$ cat config.mk
export PLATFORM = sky130hd
export DESIGN_NAME = uart_fifo_tx_drain
export DESIGN_NICKNAME = d
export VERILOG_FILES = /design/src/rtl/uart_fifo_tx_drain.sv
export SDC_FILE = /design/constraint.sdc
export NUM_CORES = 1
export LEC_CHECK = 0
export CORE_MARGIN = 2
export CORE_UTILIZATION = 45
export CTS_CLUSTER_DIAMETER = 60
export DETAILED_ROUTE_END_ITERATION = 16
export MAX_ROUTING_LAYER = met4
export SYNTH_ARGS = -nofsm -noshare
export SYNTH_HDL_FRONTEND = slang
export SYNTH_SLANG_ARGS = --single-unit
$ cat constraint.sdc
create_clock -name slow_clk -period 4.15 [get_ports slow_clk]
set_input_delay 0.6225 -clock slow_clk [delete_from_list [all_inputs] [get_ports slow_clk]]
set_output_delay 0.6225 -clock slow_clk [all_outputs]
set_load 0.05 [all_outputs]
$ cat src/rtl/uart_fifo_tx_drain.sv
// uart_fifo_tx_drain: FIFO read side feeding a UART transmitter.
// Pops one byte per frame over the rd_en/empty handshake and sends it as
// start + 8 data bits (LSB first) + optional parity + STOP_BITS stop bits.
// Optional even-parity bit: define UART_TX_PARITY_EN.
//
// state  | meaning
// -------+--------------------------------------------------------------
// IDLE   | line high, waiting for tx_enable with a non-empty FIFO
// REQ    | one-cycle fifo_rd_en pulse
// LOAD   | capture fifo_data (valid the cycle after rd_en)
// START  | start bit, line low
// DATA   | eight data bits, LSB first
// PARITY | even parity over the captured byte (UART_TX_PARITY_EN only)
// STOP   | STOP_BITS stop bits, line high; tx_done on the final cycle
module uart_fifo_tx_drain #(
  parameter int CLKS_PER_BIT = 16,
  parameter int STOP_BITS    = 1
) (
  input  logic       slow_clk,
  input  logic       rst_n,
  input  logic       tx_enable,
  input  logic       fifo_empty,
  input  logic [7:0] fifo_data,
  output logic       fifo_rd_en,
  output logic       tx,
  output logic       busy,
  output logic       tx_done
);

  localparam logic [2:0] IDLE   = 3'd0;
  localparam logic [2:0] REQ    = 3'd1;
  localparam logic [2:0] LOAD   = 3'd2;
  localparam logic [2:0] START  = 3'd3;
  localparam logic [2:0] DATA   = 3'd4;
`ifdef UART_TX_PARITY_EN
  localparam logic [2:0] PARITY = 3'd5;
`endif
  localparam logic [2:0] STOP   = 3'd6;

  localparam logic [15:0] BAUD_LAST = 16'(CLKS_PER_BIT - 1);
  localparam logic [2:0]  STOP_LAST = 3'(STOP_BITS - 1);

  logic [2:0]  state_q, state_d;
  logic [15:0] baud_q, baud_d;
  logic [2:0]  bit_idx_q, bit_idx_d;
  logic [7:0]  shift_q, shift_d;
  logic        tx_q, tx_d;
  logic        rd_en_q, rd_en_d;
  logic        busy_q, busy_d;
  logic        done_q, done_d;
`ifdef UART_TX_PARITY_EN
  logic        parity_q, parity_d;
`endif

  logic bit_end;
  assign bit_end = (baud_q == BAUD_LAST);

  // Next-state, baud counter, bit index and shift register.
  always_comb begin
    state_d   = state_q;
    baud_d    = baud_q;
    bit_idx_d = bit_idx_q;
    shift_d   = shift_q;
`ifdef UART_TX_PARITY_EN
    parity_d  = parity_q;
`endif
    case (state_q)
      IDLE: begin
        if (tx_enable && !fifo_empty) state_d = REQ;
      end
      REQ: begin
        // Sole reader: the FIFO cannot drain between IDLE and here.
        state_d = LOAD;
      end
      LOAD: begin
        shift_d   = fifo_data;
`ifdef UART_TX_PARITY_EN
        parity_d  = ^fifo_data;
`endif
        baud_d    = '0;
        bit_idx_d = '0;
        state_d   = START;
      end
      START: begin
        if (bit_end) begin
          baud_d  = '0;
          state_d = DATA;
        end else begin
          baud_d = baud_q + 16'd1;
        end
      end
      DATA: begin
        if (bit_end) begin
          baud_d  = '0;
          shift_d = {1'b0, shift_q[7:1]};
          if (bit_idx_q == 3'd7) begin
            bit_idx_d = '0;
`ifdef UART_TX_PARITY_EN
            state_d   = PARITY;
`else
            state_d   = STOP;
`endif
          end else begin
            bit_idx_d = bit_idx_q + 3'd1;
          end
        end else begin
          baud_d = baud_q + 16'd1;
        end
      end
`ifdef UART_TX_PARITY_EN
      PARITY: begin
        if (bit_end) begin
          baud_d  = '0;
          state_d = STOP;
        end else begin
          baud_d = baud_q + 16'd1;
        end
      end
`endif
      STOP: begin
        if (bit_end) begin
          baud_d = '0;
          if (bit_idx_q == STOP_LAST) begin
            bit_idx_d = '0;
            state_d   = IDLE;
          end else begin
            bit_idx_d = bit_idx_q + 3'd1;
          end
        end else begin
          baud_d = baud_q + 16'd1;
        end
      end
      default: begin
        state_d   = IDLE;
        baud_d    = '0;
        bit_idx_d = '0;
      end
    endcase
  end

  // Outputs are decoded from the next state so the registered copies line
  // up with the state they describe (tx_done lands on the last stop cycle).
  always_comb begin
    tx_d = 1'b1;
    case (state_d)
      START:   tx_d = 1'b0;
      DATA:    tx_d = shift_d[0];
`ifdef UART_TX_PARITY_EN
      PARITY:  tx_d = parity_d;
`endif
      default: tx_d = 1'b1;
    endcase
    rd_en_d = (state_d == REQ);
    busy_d  = (state_d != IDLE);
    done_d  = (state_d == STOP) && (baud_d == BAUD_LAST) && (bit_idx_d == STOP_LAST);
  end

  // State and output registers with asynchronous reset.
  always_ff @(posedge slow_clk or negedge rst_n) begin
    if (!rst_n) begin
      state_q   <= IDLE;
      baud_q    <= '0;
      bit_idx_q <= '0;
      shift_q   <= '0;
      tx_q      <= 1'b1;
      rd_en_q   <= 1'b0;
      busy_q    <= 1'b0;
      done_q    <= 1'b0;
`ifdef UART_TX_PARITY_EN
      parity_q  <= 1'b0;
`endif
    end else begin
      state_q   <= state_d;
      baud_q    <= baud_d;
      bit_idx_q <= bit_idx_d;
      shift_q   <= shift_d;
      tx_q      <= tx_d;
      rd_en_q   <= rd_en_d;
      busy_q    <= busy_d;
      done_q    <= done_d;
`ifdef UART_TX_PARITY_EN
      parity_q  <= parity_d;
`endif
    end
  end

  assign fifo_rd_en = rd_en_q;
  assign tx         = tx_q;
  assign busy       = busy_q;
  assign tx_done    = done_q;

endmodule
; Word-level counts from Yosys, hierarchy flattened
; Cells that the tools add are included.
[op_classes]
reduce_logical = 13
addsub = 2
muxes = 17
n_eq_ne = 13
[ops]
columns = op, count
row1 = == test 16 x 4 -> 1 bit (second input constant), 2
row2 = case mux 16 bit (2 select lines), 1
row3 = 2-to-1 mux 3 bit, 10
row4 = case mux 3 bit (6 select lines), 1
row5 = adder 16 x 1 -> 16 bit (second input constant), 1
row6 = 2-to-1 mux 16 bit, 1
row7 = case mux 8 bit (2 select lines), 1
row8 = == test 3 bit (second input constant), 5
row9 = == test 3 x 2 -> 1 bit (second input constant), 3
row10 = zero test 3 bit, 3
row11 = case mux 3 bit (3 select lines), 1
row12 = 2-to-1 mux 8 bit, 1
row13 = == test 3 x 1 -> 1 bit (second input constant), 2
row14 = OR reduction 3 bit, 2
row15 = adder 3 x 1 -> 3 bit (second input constant), 1
row16 = logical AND 1 bit, 3
row17 = nonzero test 3 bit, 1
row18 = != test 2 bit (second input constant), 1
row19 = case mux 1 bit (2 select lines), 1
row20 = AND reduction 2 bit, 1
row21 = nonzero test 2 bit, 1
row22 = OR reduction 2 bit, 1
row23 = zero test 1 bit, 1
[totals]
regBits = 34
in_bits = 12
output_inout_bits = 4

; Depth between registers and ports, before layout
[logic_depth]
depth_word = 7
depth_mapped = 8
mapped_depth_nobuf = 7

; Worst setup path after synthesis
; No wires, ideal clock.
[synth_timing]
path_kind = register to register
start = register baud_q[0]
end = register done_q (netlist: tx_done)
period_less_slack_ps = 2340
stages_incl_launch_ff = 9
arrival_ps = 2245
setup_slack_ps = 1810
n_path_buf = 1
setup_time_ps = 96
required_ps = 4054
cell_sequence = dfrtp_1 > ha_1 > nand3_2 > and4b_1 > buf_4 > nor2_1 > a22o_2 > or4b_1 > nor4_2
[synth_between]
elab_chain_len = 6
word_cells_on_any_way = 16
cone_classes = 1 x add/sub / 3 x eq/ne / 9 x mux / 3 x reduce/logical
[synth_rtl]
columns = item, line_no
row1 = "start, declared", 44  ; logic [15:0] baud_q, baud_d;
row2 = "start signal, assigned", 174  ; baud_q <= baud_d;
row3 = adder 16 x 1 -> 16 bit / == test 16 x 4 -> 1 bit (equally long branches), n/a
row4 = 2-to-1 mux 16 bit *, "85, 93, 121"
row5 = case mux 16 bit (2 select lines) *, 67  ; case (state_q)
row6 = via baud_d[5], 44
row7 = == test 16 x 4 -> 1 bit *, 155  ; done_d = (state_d == STOP) && (baud_d == BAUD_LAST) && (bit_idx_d == STOP_LAST);
row8 = logical AND 1 bit * (2 in a row), 155
row9 = via done_d, 50  ; logic done_q, done_d;
row10 = "end signal, assigned", 180  ; done_q <= done_d;
row11 = "end, declared", 50
; Mark *: on every way through the listed nets, which the timed path passes. The rest lies on a longest branch.
; A chain may end at the register's enable or synchronous reset.

; Worst setup path in the final report
; Same ends and word-level chain as after synthesis.

==> flow_summary.toml <==
[floorplanning]
core-area_um2 = 4060
die_y_um = 69.6
die-area_um2 = 4840
pin_count = 16
row_count = 23
start_util_pct = 47.7
die_w_um = 69.6

[cts]
cts.sinks = 34
clk_latency_ns = 0.28
ctsResizeCount = 0
cts_setup_buffers = 0
clock-root-buffer = "clkbuf_8"
numCtsBuffers = 5
cts_hold_buf = 0
cts_tree = "yes"
clk_pin_slew_worst_paths_ns = 0.07
htreeDepth = 2
cts_buffer_depth = 2

[sta]
fin_tns_setup_ns = 0
fin_crit_ns = 3.06
hold_viol_final = 0
clock.fmax_ghz = 0.327
max_slew_margin_pct = 30.9
timing.hold.ws_ns = 0.479
final.period_utilization_pct = 73.7
tightest_slew_ns = 1.03
drv_slew = 0
setup_viol = 0
worst_clock_skew_ns = 0.00401
rsz0062_at_grt = "false"

[detailed_routing]
antenna_left = 0
viasPerCell = 6.28
drt-total-wl_um = 4890
avgRoutedWirePerCell_um = 18.1
drtIter0Drc = 76
dr.pass1.iters = 4
drc_errors = 0
vias = 1702

[worst_setup_path]
r2r_start = "baud_q[0]$_DFF_PN0_"
start_kind = "register"
critical_path.top_delay_family = "simple AND/OR/NAND/NOR gates"
critPathRequiredTime_ns = 4.34
cpPeakStageDelay_ns = 0.72
cp.buffers_inverters = 0
crit_start = "baud_q[0]$_DFF_PN0_"
crit_end = "tx_done$_DFF_PN0_"
cp.depth = 7
crit_chain = "ha_1, nand3_2, nand4b_1, and4_4, a211o_1, or4b_1, nor4_2"
critPathSlowestCell = "nand4b_1"
cp.arrival_ns = 3.25
path_class = "register to register"
end_kind = "register"
path_max_fanout = 16
r2r_end = "tx_done$_DFF_PN0_"
rrSetupSlack_ns = 1.09
rr_worst_depth = 7

[power_and_ir_drop]
power_mw = 1.18
p_per_area_nw_per_um2 = 537
p_leak_nw = 0.952
peakVddDrop_mv = 0.371

[final_layout]
synthToLayoutAreaGrowth_pct = 13.6
fin_nets = 236
fin_util_pct = 54.2
design_area_um2 = 2200
drive_gt1_share_pct = 10.9
antennaDiodeCount = 0

[synth]
ys_seq_elements = 34
synth-async-reset-ratio_pct = 100
syn_area_um2 = 1940
synthFlopType = "dfrtp_1"
ys_seq_area_share_pct = 44.0
yosysWarningCount = 0
synth.avg_cell_area_um2 = 9.49
synth_top_cell_area_share_pct = 42.7
synth-edff-count = 0
synth_top_area_cell = "dfrtp_1"
synthCells = 204
ys_types = 60
syn-num-nets = 220
synth.area.top_cells = "dfrtp_1 (43%), nand2_1 (4.7%), a22oi_1 (2.7%)"

[place]
gp_congestion = 0.852
hpwl_um = 3510
io_buffers = 15
placedInstanceArea_um2 = 2110

[global_routing]
grt_usage_pct = 22.5
grt_overflow_total = 0
antenna_found_initial = 0
grt_max_degree = 35
grt_pass1_vias = 1754
grt_pass1_wl_um = 8440

[flow_run]
maxCapViolations = 0

[worst_hold_path]
holdCritPathClass = "register to register"

[outcome]
status = "completed"
==> cell families (layout without fill, tap and decap cells) <==
| group | Yosys count | in the layout | share of synthesized area (%) |
|---|---|---|---|
| and+or+nand+nor | 93 | 93 | 27.5 |
| xor gates and xnor gates | 1 | 1 | 0.453 |
| buffers and inverters | 13 | 30 | 3.81 |
| DFF | 34 | 34 | 44.0 |
| adders and majority gates | 4 | 4 | 2.59 |
| muxes | 1 | 1 | 0.517 |
| AOI/OAI and AO/OA | 58 | 58 | 21.1 |
==> layer usage <==
layer	share of wire, %	global-route usage (%)	wire length (µm)	vias up
li1	-	-	-	816
met3	4.9	5.52	241	12
met1	44	27.0	2160	824
met2	49	35.8	2380	50
met5	0	-	0	-
met4	2.4	10.2	116	0
==> cells in the mapped netlist, types with 3 or more instances <==
| cell type | number |
|---|---|
| inv_1 | 5 |
| and3_1 | 3 |
| o22ai_1 | 3 |
| ha_1 | 4 |
| nand4b_1 | 3 |
| o21ai_0 | 8 |
| nand2b_1 | 3 |
| dfrtp_1 | 33 |
| nand2_1 | 24 |
| a21oi_1 | 8 |
| nor2_1 | 12 |
| nand3_1 | 8 |
| nor3_1 | 4 |
| a22oi_1 | 7 |
| nor4_1 | 6 |
| nor2b_1 | 5 |
| nand4_1 | 4 |
| buf_2 | 3 |
| a31oi_1 | 8 |
==> worst min-delay path, stage by stage, from the launching register on <==
cell and delay (ns):
dfrtp_1 0.34, nand2_1 0.05, nand2_1 0.05
==> area by class of cell <==
| type | count | area, µm² |
|---|---|---|
| Clock buffer | 7 | 86.3 |
| Sequential cell | 34 | 852 |
| Multi-Input combinational cell | 157 | 1010 |
| Clock inverter | 1 | 5.00 |
| Tap cell | 50 | 62.6 |
| Timing Repair Buffer | 17 | 165 |
| Inverter | 5 | 18.8 |
| Fill cell | 352 | 1860 |
==> stage by stage <==
stage | instances | worst slack (ns)
2_1_floorplan | 204 | 1.81
5_1_grt | 271 | 0.867
6_report | 271 | 1.09
3_3_place_gp | 263 | 1.24
3_5_place_dp | 263 | 1.19
4_1_cts | 271 | 1.17
==> layout by cell type, fill, tap and decap left out, drive strengths merged, types with 2 or more instances in the layout <==
cell type,synthesis,final
or4,4,4
a21oi,8,8
o31a,2,2
or3,3,3
a2bb2oi,2,2
o21ai,10,10
inv,5,5
nand2,24,24
buf,5,2
nor4,7,7
nand3,9,9
nand4b,3,3
or4b,2,2
dfrtp,33,33
a22o,4,4
nor3,4,4
o22ai,3,3
ha,4,4
nand4,5,5
and2,2,2
clkbuf,3,7
nor2b,5,5
or2,2,2
nand2b,3,3
nor2,13,13
a31oi,8,8
a31o,2,2
o311a,2,2
clkdlybuf4s50,0,15
a22oi,7,7
and3,3,3
==> where the power goes <==
part | switching (mW) | internal (mW) | leakage (nW) | total (mW)
clock network | 0.117 | 0.134 | 0.0482 | 0.251
registers | 0.0859 | 0.408 | 0.439 | 0.494
logic | 0.265 | 0.171 | 0.465 | 0.436
total | 0.468 | 0.713 | 0.952 | 1.18
==> sequential cells by signal, summed over array words and instances, names as in the netlist <==
register    count
baud_q         16
bit_idx_q       3
busy            1
fifo_rd_en      1
shift_q         8
state_q         3
tx              1
tx_done         1
==> worst min path at each step <==
stage               depth (start not counted)  slack, ns                endpoint                    from
floorplan                                   0       0.33     baud_q[0]$_DFF_PN0_                   rst_n
global placement                            2       0.46  shift_q[5]$_DFFE_PN0P_  shift_q[5]$_DFFE_PN0P_
detailed placement                          2       0.46  shift_q[1]$_DFFE_PN0P_  shift_q[1]$_DFFE_PN0P_
CTS                                         2       0.48  shift_q[1]$_DFFE_PN0P_  shift_q[1]$_DFFE_PN0P_
global route                                2       0.51  shift_q[1]$_DFFE_PN0P_  shift_q[1]$_DFFE_PN0P_
finish                                      2       0.48  shift_q[1]$_DFFE_PN0P_  shift_q[1]$_DFFE_PN0P_
No activity file was read; power rests on OpenSTA's default activity.
